[config.mk]
export PLATFORM = sky130hd
export DESIGN_NAME = memory_initiator
export DESIGN_NICKNAME = d
export VERILOG_FILES = /design/src/rtl/memory_initiator_pkg.sv /design/src/rtl/memory_initiator.sv
export SDC_FILE = /design/constraint.sdc
export NUM_CORES = 1
export LEC_CHECK = 0
export CAP_MARGIN = 0
export CELL_PAD_IN_SITES_DETAIL_PLACEMENT = 1
export CELL_PAD_IN_SITES_GLOBAL_PLACEMENT = 2
export CORE_MARGIN = 2
export CORE_UTILIZATION = 32
export DETAILED_ROUTE_END_ITERATION = 6
export PLACE_DENSITY = 0.82
export SLEW_MARGIN = 20
export SYNTH_ARGS = -nofsm -noshare
export SYNTH_HDL_FRONTEND = slang
export SYNTH_SLANG_ARGS = --single-unit
[constraint.sdc]
create_clock -name clk -period 3.9 [get_ports clk]
set_input_delay 0.78 -clock clk [delete_from_list [all_inputs] [get_ports clk]]
set_output_delay 0.78 -clock clk [all_outputs]
set_load 0.02 [all_outputs]
[src/rtl/memory_initiator_pkg.sv]
// Shared definitions for the memory initiator: state encoding, default sizing
// and the load-result helper used when building a response.
package memory_initiator_pkg;

    localparam int unsigned DEFAULT_ADDR_W         = 8;
    localparam int unsigned DEFAULT_TIMEOUT_CYCLES = 16;
    localparam int unsigned DATA_W                 = 8;
    localparam int unsigned CNT_W                  = 8;

    typedef enum logic [1:0] {
        IDLE    = 2'd0,
        ACCESS  = 2'd1,
        RELEASE = 2'd2,
        RESPOND = 2'd3
    } state_t;

    // Load data returned to the CPU: zero for stores and for failed accesses.
    function automatic logic [DATA_W-1:0] load_data(
        input logic              is_write,
        input logic              is_error,
        input logic [DATA_W-1:0] data
    );
        return (is_write || is_error) ? '0 : data;
    endfunction

endpackage

[src/rtl/memory_initiator.sv]
// CPU-side initiator driving a four-phase level handshake to a memory
// responder, with a per-phase timeout. All outputs are registered.
module memory_initiator
    import memory_initiator_pkg::*;
#(
    parameter int unsigned ADDR_W         = DEFAULT_ADDR_W,
    parameter int unsigned TIMEOUT_CYCLES = DEFAULT_TIMEOUT_CYCLES
) (
    input  logic              clk,
    input  logic              rst_n,
    input  logic              req_valid,
    output logic              req_ready,
    input  logic              req_write,
    input  logic [ADDR_W-1:0] req_addr,
    input  logic [DATA_W-1:0] req_wdata,
    output logic              resp_valid,
    output logic [DATA_W-1:0] resp_rdata,
    output logic              resp_error,
    output logic              mem_read,
    output logic              mem_write,
    output logic [ADDR_W-1:0] mem_address,
    output logic [DATA_W-1:0] mem_write_value,
    input  logic [DATA_W-1:0] mem_read_value,
    input  logic              mem_ready
);

    localparam logic [CNT_W-1:0] CNT_LAST = CNT_W'(TIMEOUT_CYCLES - 1);

    state_t              state_q, state_d;
    logic [CNT_W-1:0]    cnt_q, cnt_d;
    logic                write_q, write_d;
    logic                err_q, err_d;
    logic [DATA_W-1:0]   rdata_q, rdata_d;
    logic [ADDR_W-1:0]   addr_q, addr_d;
    logic [DATA_W-1:0]   wdata_q, wdata_d;
    logic                mem_read_q, mem_read_d;
    logic                mem_write_q, mem_write_d;
    logic                resp_valid_q, resp_valid_d;
    logic [DATA_W-1:0]   resp_rdata_q, resp_rdata_d;
    logic                resp_error_q, resp_error_d;
    logic                req_ready_q, req_ready_d;
    logic                strobe;

    assign strobe = mem_read_q | mem_write_q;

    // State and output registers; reset drops strobes immediately.
    always_ff @(posedge clk or negedge rst_n) begin
        if (!rst_n) begin
            state_q      <= IDLE;
            cnt_q        <= '0;
            write_q      <= 1'b0;
            err_q        <= 1'b0;
            rdata_q      <= '0;
            addr_q       <= '0;
            wdata_q      <= '0;
            mem_read_q   <= 1'b0;
            mem_write_q  <= 1'b0;
            resp_valid_q <= 1'b0;
            resp_rdata_q <= '0;
            resp_error_q <= 1'b0;
            req_ready_q  <= 1'b1;
        end else begin
            state_q      <= state_d;
            cnt_q        <= cnt_d;
            write_q      <= write_d;
            err_q        <= err_d;
            rdata_q      <= rdata_d;
            addr_q       <= addr_d;
            wdata_q      <= wdata_d;
            mem_read_q   <= mem_read_d;
            mem_write_q  <= mem_write_d;
            resp_valid_q <= resp_valid_d;
            resp_rdata_q <= resp_rdata_d;
            resp_error_q <= resp_error_d;
            req_ready_q  <= req_ready_d;
        end
    end

    // Next-state and next-output logic for the handshake sequence.
    always_comb begin
        state_d      = state_q;
        cnt_d        = cnt_q;
        write_d      = write_q;
        err_d        = err_q;
        rdata_d      = rdata_q;
        addr_d       = addr_q;
        wdata_d      = wdata_q;
        mem_read_d   = mem_read_q;
        mem_write_d  = mem_write_q;
        resp_valid_d = 1'b0;
        resp_rdata_d = '0;
        resp_error_d = 1'b0;

        case (state_q)
            IDLE: begin
                if (req_valid) begin
                    write_d = req_write;
                    addr_d  = req_addr;
                    wdata_d = req_wdata;
                    cnt_d   = '0;
                    err_d   = 1'b0;
                    rdata_d = '0;
                    state_d = ACCESS;
                    // A still-high acknowledge from the last access holds the strobe off.
                    mem_read_d  = !req_write && !mem_ready;
                    mem_write_d = req_write && !mem_ready;
                end
            end
            ACCESS: begin
                cnt_d = cnt_q + CNT_W'(1);
                if (strobe && mem_ready) begin
                    rdata_d     = write_q ? '0 : mem_read_value;
                    mem_read_d  = 1'b0;
                    mem_write_d = 1'b0;
                    cnt_d       = '0;
                    state_d     = RELEASE;
                end else if (cnt_q == CNT_LAST) begin
                    mem_read_d  = 1'b0;
                    mem_write_d = 1'b0;
                    err_d       = 1'b1;
                    cnt_d       = '0;
                    state_d     = RELEASE;
                end else if (!strobe && !mem_ready) begin
                    mem_read_d  = !write_q;
                    mem_write_d = write_q;
                end
            end
            RELEASE: begin
                cnt_d = cnt_q + CNT_W'(1);
                if (!mem_ready) begin
                    resp_valid_d = 1'b1;
                    resp_error_d = err_q;
                    resp_rdata_d = load_data(write_q, err_q, rdata_q);
                    state_d      = RESPOND;
                end else if (cnt_q == CNT_LAST) begin
                    err_d        = 1'b1;
                    resp_valid_d = 1'b1;
                    resp_error_d = 1'b1;
                    state_d      = RESPOND;
                end
            end
            RESPOND: begin
                state_d = IDLE;
            end
            default: begin
                state_d     = IDLE;
                mem_read_d  = 1'b0;
                mem_write_d = 1'b0;
            end
        endcase

        req_ready_d = (state_d == IDLE);
    end

    assign req_ready       = req_ready_q;
    assign resp_valid      = resp_valid_q;
    assign resp_rdata      = resp_rdata_q;
    assign resp_error      = resp_error_q;
    assign mem_read        = mem_read_q;
    assign mem_write       = mem_write_q;
    assign mem_address     = addr_q;
    assign mem_write_value = wdata_q;

endmodule

Yosys cells after proc, flatten, opt, wreduce, memory -nomap -nowiden
Cells that the tools add are included.
Cells by class
  bitwise operators: 1
  reduce and logical (&&, ||, !) cells: 18
  $lt $le $gt $ge: 0
  multipliers: 0
  shift operators: 0
  add/sub/neg operators: 1
  multiplexer cells: 36
  equal/unequal tests: 9
  divide/modulo/power cells: 0
Operator list (count)
  8-bit 2-to-1 mux: 8
  8-bit case mux with 3 select lines: 1
  1-bit 2-to-1 mux: 17
  8-bit case mux with 2 select lines: 1
  2-bit 2-to-1 mux: 5
  8-bit by 1-bit adder with 8-bit output (second input constant): 1
  8-bit by 4-bit == test with 1-bit output (second input constant): 1
  2-bit != test (second input constant): 4
  2-bit case mux with 4 select lines: 1
  3-bit AND reduction: 2
  2-bit == test (second input constant): 2
  1-bit logical AND: 4
  1-bit logical NOT: 4
  2-bit logical NOT: 2
  4-bit != test (second input constant): 1
  1-bit case mux with 2 select lines: 2
  2-bit AND reduction: 2
  4-bit AND reduction: 1
  1-bit case mux with 3 select lines: 1
  3-bit nonzero test: 1
  2-bit by 1-bit == test with 1-bit output (second input constant): 1
  2-bit nonzero test: 1
  1-bit logical OR: 1
  1-bit bitwise OR: 1
Storage, ports and cells
  flip-flop bits (word level): 49
  output and inout port bits: 29
  ROM bits: 0
  bits in latches: 0
  word-level logic and storage cells: 78
  memory bits (writable): 0
  memories kept: 0

Longest topological paths before layout
Gate-level depths: netlist (run 1).
  depth in word-level cells: 7
  gate-level depth with buffers: 8
  depth with buffers taken out: 6

Worst setup path after synthesis (run 1)
OpenSTA, ideal clock, no wires.
  path type: input-to-reg
  from: input req_valid
  to: register addr_q[0] (netlist: mem_address[0])
  data arrival time: 1.597 ns
  library setup time: 0.125 ns
  slack: 2.178 ns
  data required time: 3.775 ns
  buffers on the path: 1
  stages: 3
  path through: nand2_1 buf_2 mux2_2
On the way
  cells in the longest elaborated chain, start to end: 1
RTL lines
  start, declared: line memory_initiator.sv:11  | input logic req_valid,
  2-bit AND reduction (no line)
  end signal, assigned: line memory_initiator.sv:68  | addr_q <= addr_d;
  end, declared: line memory_initiator.sv:34  | logic [ADDR_W-1:0] addr_q, addr_d;
Every way passes these cells.
A chain may end at the register's enable or synchronous reset.

Final worst setup path (run 1)
  from: input mem_ready
  to: register rdata_q[2]
On the way
  cells in the longest elaborated chain, start to end: 3
RTL lines
  start, declared: line memory_initiator.sv:24  | input logic mem_ready
  1-bit logical AND: line memory_initiator.sv:111  | if (strobe && mem_ready) begin
  2-bit != test (no line)
  3-bit AND reduction (no line)
  end signal, assigned: line memory_initiator.sv:67  | rdata_q <= rdata_d;
  end, declared: line memory_initiator.sv:33  | logic [DATA_W-1:0] rdata_q, rdata_d;
Every way passes these cells.

==> results_dict.tcl, run 1 <==
set metrics [dict create \
    postRouteWirelength_um 4427 \
    post_synth_fa_ha_maj_area_fraction_pct 2.352 \
    timing.final.crit_period_ps 2415 \
    synthesis.yosys.warnings 0 \
    combPwrFrac_pct 43.7 \
    wl_per_cell_um 13.66 \
    grtUsageTotal_pct 12.79 \
    grt_overflow_total 0 \
    h-tree-depth 2 \
    first_pass_grt_wire_length_um 7493 \
    path_cells "clkdlybuf4s50_1 -> o21a_1 -> o21ai_1 -> o21ai_0" \
    report.final.slew_viol_count 0 \
    finalSetupViolations 0 \
    run_status "complete, no violations" \
    min_path_type "reg -> reg" \
    standard_cell_core_area_mm2 0.006386 \
    clk_transition_reported_paths_ps 90 \
    critPathLaunchType "input pin" \
    rsz0062_at_grt "false" \
    initial_utilization_pct 33.33 \
    syn_to_final_growth_pct 34.04 \
    die_width_um 85.56 \
    worst_pin_slew_ps 878.5 \
    synthDominantCellAreaShare_pct 56.44 \
    final.setup_skew_ps 4.888 \
    drt_iter0_markers 36 \
    cts_num_sinks 49 \
    final_replace_weighted_congestion 0.7711 \
    cts_buffers 5 \
    clock_latency_ps 300 \
    clock_tree_root_driver_cell "sky130_fd_sc_hd__clkbuf_8" \
    post_dp_cell_area_mm2 0.002764 \
    holdBufCountCts 0 \
    share_clk_of_total_power_pct 15.7 \
    mux_contribution_to_synthesized_area_pct 10.70 \
    first_global_vias 1524 \
    synth_edf_count 0 \
    pin_count_of_the_biggest_net_entering_global_routing 50 \
    floorplan.die_area_mm2 0.007320 \
    max_cap_viol_count 0 \
    ant_nets 0 \
    slowest_delay_ps 700 \
    timing.critical_path.to_type "flip-flop" \
    syn_avg_cell_area_um2 11.38 \
    power.density_cell_area_mw_per_mm2 653.6 \
    wl_met1_um 2074 \
    synth-xor-area-share_pct 2.058 \
    cts-root-to-sink-buffers 2 \
    synth_top_family_by_area "simple AND/OR/NAND/NOR gates" \
    maxSlewHeadroom_pct 39.76 \
    placement.io_buffers 57 \
    design.final.nets 279 \
    std_cell_rows 29 \
    tritoncts "yes" \
    synth_flop_cell "sky130_fd_sc_hd__dfrtp_1" \
    worst_setup_margin_ps 1485 \
    detail_route.drc_violations 0 \
    power_switching_share_pct 36.78 \
    hold_viol_final 0 \
    syn-cell-area_mm2 0.002128 \
    setup.worst_path.class "in -> reg" \
    maximum_vdd_drop_mv 0.3294 \
    synthSimpleGateAreaFrac_pct 12.70 \
    antenna_cells 0 \
    top_layer "met4" \
    dr_wl_met2_um 2081 \
    layout_common_cells "56 x sky130_fd_sc_hd__clkdlybuf4s50_1, 48 x sky130_fd_sc_hd__dfrtp_1, 22 x sky130_fd_sc_hd__nand2_1" \
    switchingPower_mw 0.6858 \
    die_height_um 85.56 \
    drt_pass1_iterations 4 \
    antenna_violations_before_repair 0 \
    timing.final.crit_share_pct 61.92 \
    via_per_inst 4.840 \
    synth_largest_area_cell "sky130_fd_sc_hd__dfrtp_1" \
    via_count 1568 \
    synthArstFlopShare_pct 100.0 \
    synth_compound_area_share_pct 11.17 \
    final_cell_area_mm2 0.002853 \
    synth_seq_area_share_pct 57.67 \
    power.sequential.fraction_pct 40.5 \
    synth_nets 220 \
    cellInternalPower_mw 1.179 \
    synth.top_cells.by_area "sky130_fd_sc_hd__dfrtp_1 56%, sky130_fd_sc_hd__mux2_2 9.5%, sky130_fd_sc_hd__nand2_1 3.9%" \
    layout.filler_cells 699 \
    dpl_worst_slack_ps 1157 \
    io-pin-count 58 \
    worst_path_max_delay_cell "sky130_fd_sc_hd__o21ai_1" \
    final_layout_size_suffix_gt1_share_pct 13.36 \
    yosys.cell_types.count 40 \
    finalSetupTns_ps 0 \
    yosys_register_bits 49 \
    worst_ep_arrival_time_ps 2550 \
    layout_commonest_cell "sky130_fd_sc_hd__clkdlybuf4s50_1" \
    cts_post_setup_buffers_inserted 0 \
    cell_count_after_synthesis 187 \
    met3_wirelength_um 195 \
    hpwl_um 3167 \
    timing.critical_path.fanout_max 16 \
    achievable-frequency_mhz 414.1 \
    cells_resized_by_post_cts_repair 0 \
    static-leakage-power_nw 1.214 \
    crit_required_ps 4040 \
]
-- routing by layer --
layer	global-route usage [%]	up-vias
met2	19.96	40
met5	0	-
li1	-	764
met3	2.117	6
met4	4.329	0
met1	18.19	758
-- power by group through the flow --
stage               registers, mW  logic, mW  clock network (mW)
floorplan                   0.881      0.372                   0
global placement            0.764      0.816                   0
detailed placement          0.767      0.822                   0
CTS                         0.758      0.826               0.308
global route                0.784      0.889               0.330
finish                      0.756      0.815               0.294
-- state kept, by name (all words and copies together) (netlist names) --
signal	flops
mem_write	1
write_q	1
state_q	2
err_q	1
mem_read	1
mem_address	8
cnt_q	8
resp_error	1
rdata_q	8
req_ready	1
resp_valid	1
resp_rdata	8
mem_write_value	8
-- worst paths after layout --
| check | from | endpoint | slack [ps] | cells past startpoint |
|---|---|---|---|---|
| max | mem_ready | rdata_q[2]$_DFFE_PN0P_ | 1490 | 4 |
| min | rdata_q[7]$_DFFE_PN0P_ | rdata_q[7]$_DFFE_PN0P_ | 480 | 2 |
| max reg2reg | state_q[1]$_DFF_PN0_ | cnt_q[6]$_DFFE_PN0P_ | 1730 | 6 |
| min reg2reg | rdata_q[7]$_DFFE_PN0P_ | rdata_q[7]$_DFFE_PN0P_ | 480 | 2 |
| max in group asynchronous | rst_n | mem_write_value[5]$_DFFE_PN0P_ | 3000 | 1 |
| min in group asynchronous | rst_n | cnt_q[3]$_DFFE_PN0P_ | 490 | 1 |
-- metrics by stage --
step	total power, mW	instances	util, %	hold slack, ps
2_1_floorplan	1.253	187	-	441.8
3_3_place_gp	1.580	316	43.28	453.1
4_1_cts	1.892	324	44.63	485.3
3_5_place_dp	1.589	316	43.28	463.8
5_1_grt	2.003	324	44.67	501.8
6_report	1.865	324	44.67	478.9
-- cell type report --
class,instances,area (um2),share of cell area (%)
flip-flops and latches,49,1227,43.03
clock inverters,2,13.76,0.4825
clock buffers,6,72.57,2.544
multi-input cells,122,829.5,29.08
inverters,10,37.54,1.316
well taps,77,96.34,3.377
repair buffers,58,575.6,20.18
-- synth_stat cells (2+ instances only) --
cell type,number
sky130_fd_sc_hd__clkbuf_1,2
sky130_fd_sc_hd__buf_2,3
sky130_fd_sc_hd__nand2_1,22
sky130_fd_sc_hd__a31oi_1,2
sky130_fd_sc_hd__mux2_2,18
sky130_fd_sc_hd__nor2_1,9
sky130_fd_sc_hd__xnor2_1,5
sky130_fd_sc_hd__nor3_1,4
sky130_fd_sc_hd__o21a_1,2
sky130_fd_sc_hd__o21ai_0,16
sky130_fd_sc_hd__a21oi_1,5
sky130_fd_sc_hd__ha_1,4
sky130_fd_sc_hd__and2_1,8
sky130_fd_sc_hd__nand3_1,5
sky130_fd_sc_hd__inv_1,10
sky130_fd_sc_hd__dfrtp_1,48
-- critical path: cells and delay by family --
kind            cells  cell delay [ps]
compound gates      3             1160
buf+inv             1              610
-- logic make-up (layout without fill, tap and decap cells) --
logic type / after synthesis / in the layout
buf+inv: 16 / 76
simple gates: 56 / 56
flops: 49 / 49
xor+xnor: 5 / 5
mux: 20 / 20
compound gates: 37 / 37
fa+ha+maj: 4 / 4
No activity file was read; power rests on OpenSTA's default activity.
==> run 2: changes to the inputs <==
--- a/config.mk
+++ b/config.mk
@@ -9,9 +9,9 @@
 export CELL_PAD_IN_SITES_DETAIL_PLACEMENT = 1
 export CELL_PAD_IN_SITES_GLOBAL_PLACEMENT = 2
 export CORE_MARGIN = 2
-export CORE_UTILIZATION = 32
+export CORE_UTILIZATION = 27
 export DETAILED_ROUTE_END_ITERATION = 6
-export PLACE_DENSITY = 0.82
+export PLACE_DENSITY = 0.74
 export SLEW_MARGIN = 20
 export SYNTH_ARGS = -nofsm -noshare
 export SYNTH_HDL_FRONTEND = slang
==> constraint.sdc (replaced) <==
create_clock -name clk -period 2 [get_ports clk]
set_input_delay 0.4 -clock clk [delete_from_list [all_inputs] [get_ports clk]]
set_output_delay 0.4 -clock clk [all_outputs]
set_load 0.02 [all_outputs]
==> run 2 against run 1 <==
  * Die area is 18% higher
  * Setup slack worse by 1300 ps
  * Sequential share of layout area shrank 2.1 points
  * Count of clock-buffer cells in the layout unchanged
  * Design area rose by 5.2%
  * Utilization decreased by 5.6 points
  * Critical path type is now reg -> reg
  * Global-route usage shrank 0.93 points
  * Clock skew is 2.4 ps higher
  * Non-clock buffer count increased by 11
==> results_dict.tcl, run 2 (synthesized netlist as in run 1, its figures left out) <==
set metrics [dict create \
    tritoncts "yes" \
    min_path_type "in -> async" \
    layout.filler_cells 884 \
    report.final.slew_viol_count 0 \
    final_cell_area_mm2 0.003002 \
    clock_tree_root_driver_cell "sky130_fd_sc_hd__clkbuf_8" \
    first_pass_grt_wire_length_um 8052 \
    power.density_cell_area_mw_per_mm2 1278 \
    placement.io_buffers 57 \
    cts_buffers 5 \
    rsz0062_at_grt "false" \
    cp_top_family "buffers and inverters" \
    first_global_vias 1634 \
    clock_latency_ps 300 \
    grtUsageTotal_pct 11.86 \
    path_cells "inv_1 -> ha_1 -> buf_4 -> mux2_2 -> o21ai_1 -> buf_12 -> o21ai_0" \
    place_inst 352 \
    timing.critical_path.to_type "flip-flop" \
    ant_nets 0 \
    cts_num_sinks 49 \
    worst_path_max_delay_cell "sky130_fd_sc_hd__dfrtp_1" \
    syn_to_final_growth_pct 41.03 \
    sequential_cell_area_mm2 0.001227 \
    layout_common_cells "56 x sky130_fd_sc_hd__clkdlybuf4s50_1, 48 x sky130_fd_sc_hd__dfrtp_1, 22 x sky130_fd_sc_hd__nand2_1" \
    final_layout_size_suffix_gt1_share_pct 17.44 \
    finalSetupTns_ps 0 \
    via_per_inst 4.458 \
    hpwl_um 3563 \
    design.final.nets 290 \
    timing.final.crit_share_pct 91.45 \
    static-leakage-power_nw 1.274 \
    pin_count_of_the_biggest_net_entering_global_routing 31 \
    run_status "complete, no violations" \
    crit_required_ps 2190 \
    critPathLaunchType "flip-flop" \
    initial_utilization_pct 27.69 \
    critical_path.n_buffers_inverters 3 \
    holdBufCountCts 0 \
    detail_route.drc_violations 0 \
    cts-root-to-sink-buffers 2 \
    cts_post_setup_buffers_inserted 0 \
    hold_viol_final 0 \
    layout_commonest_cell "sky130_fd_sc_hd__clkdlybuf4s50_1" \
    grt_overflow_total 0 \
    maxSlewHeadroom_pct 67.30 \
    standard_cell_core_area_mm2 0.007687 \
    die_width_um 92.79 \
    h-tree-depth 2 \
    timing.critical_path.fanout_max 16 \
    drt_iter0_markers 34 \
    fin_cells 360 \
    maximum_vdd_drop_mv 0.3714 \
    antenna_violations_before_repair 0 \
    std_cell_rows 32 \
    clk_transition_reported_paths_ps 90 \
    final_replace_weighted_congestion 0.7785 \
    wl_per_cell_um 13.25 \
    floorplan.die_area_mm2 0.008609 \
    worst_ep_arrival_time_ps 2020 \
    die_height_um 92.79 \
    slowest_delay_ps 420 \
    setup.worst_path.class "reg -> reg" \
    io-pin-count 58 \
    cells_resized_by_post_cts_repair 1 \
    finalSetupViolations 0 \
    multi_input_comb_area_um2 842.1 \
    via_count 1605 \
    achievable-frequency_mhz 546.8 \
    postRouteWirelength_um 4770 \
    timing.final.crit_period_ps 1829 \
    antenna_cells 0 \
    post_dp_cell_area_mm2 0.002903 \
    final.setup_skew_ps 7.248 \
    worst_pin_slew_ps 490.4 \
    drt_pass1_iterations 4 \
    max_cap_viol_count 0 \
]
## run 2: stage by stage
stage / hold slack, ps / power, mW / setup WS [ps] / utilization [%]
5_1_grt: 80.06 / 4.115 / 40.85 / 39.05
2_1_floorplan: 104.4 / 2.443 / 293.9 / -
4_1_cts: 67.44 / 3.885 / 119.8 / 38.93
3_5_place_dp: 400.1 / 3.268 / -138.9 / 37.76
3_3_place_gp: 396.0 / 3.235 / -82.36 / 37.76
6_report: 51.42 / 3.836 / 171.1 / 39.05
## run 2: area by class of cell
cell class / instances / area share [%]
clock inverters: 2 / 0.4585
flip-flops and latches: 49 / 40.89
well taps: 102 / 4.252
inverters: 10 / 1.251
repair buffers: 69 / 22.68
clock buffers: 6 / 2.418
multi-input cells: 122 / 28.05
## run 2: where the power goes
group | internal (mW) | total, mW | switching [mW]
combinational | 0.892 | 1.78 | 0.890
sequential | 1.29 | 1.47 | 0.175
clock | 0.250 | 0.584 | 0.334
total | 2.44 | 3.84 | 1.40
## run 2: metal layers
metal  GRT usage [%]  share of wire, %
met5               0                 0
met4           3.676               1.3
met3           3.417               5.7
met2           19.87                48
met1           14.78                45
## run 2: worst paths after layout
kind	start	endpoint	slack (ps)	cells past startpoint
worst max register to register	state_q[1]$_DFF_PN0_	rdata_q[7]$_DFFE_PN0P_	170	7
worst min-delay path	rst_n	mem_address[5]$_DFFE_PN0P_	50	1
worst min register to register	rdata_q[4]$_DFFE_PN0P_	rdata_q[4]$_DFFE_PN0P_	480	2
min in group clk	rdata_q[4]$_DFFE_PN0P_	rdata_q[4]$_DFFE_PN0P_	480	2
max in group asynchronous	rst_n	req_ready$_DFF_PN1_	1360	2
worst max-delay path	state_q[1]$_DFF_PN0_	rdata_q[7]$_DFFE_PN0P_	170	7
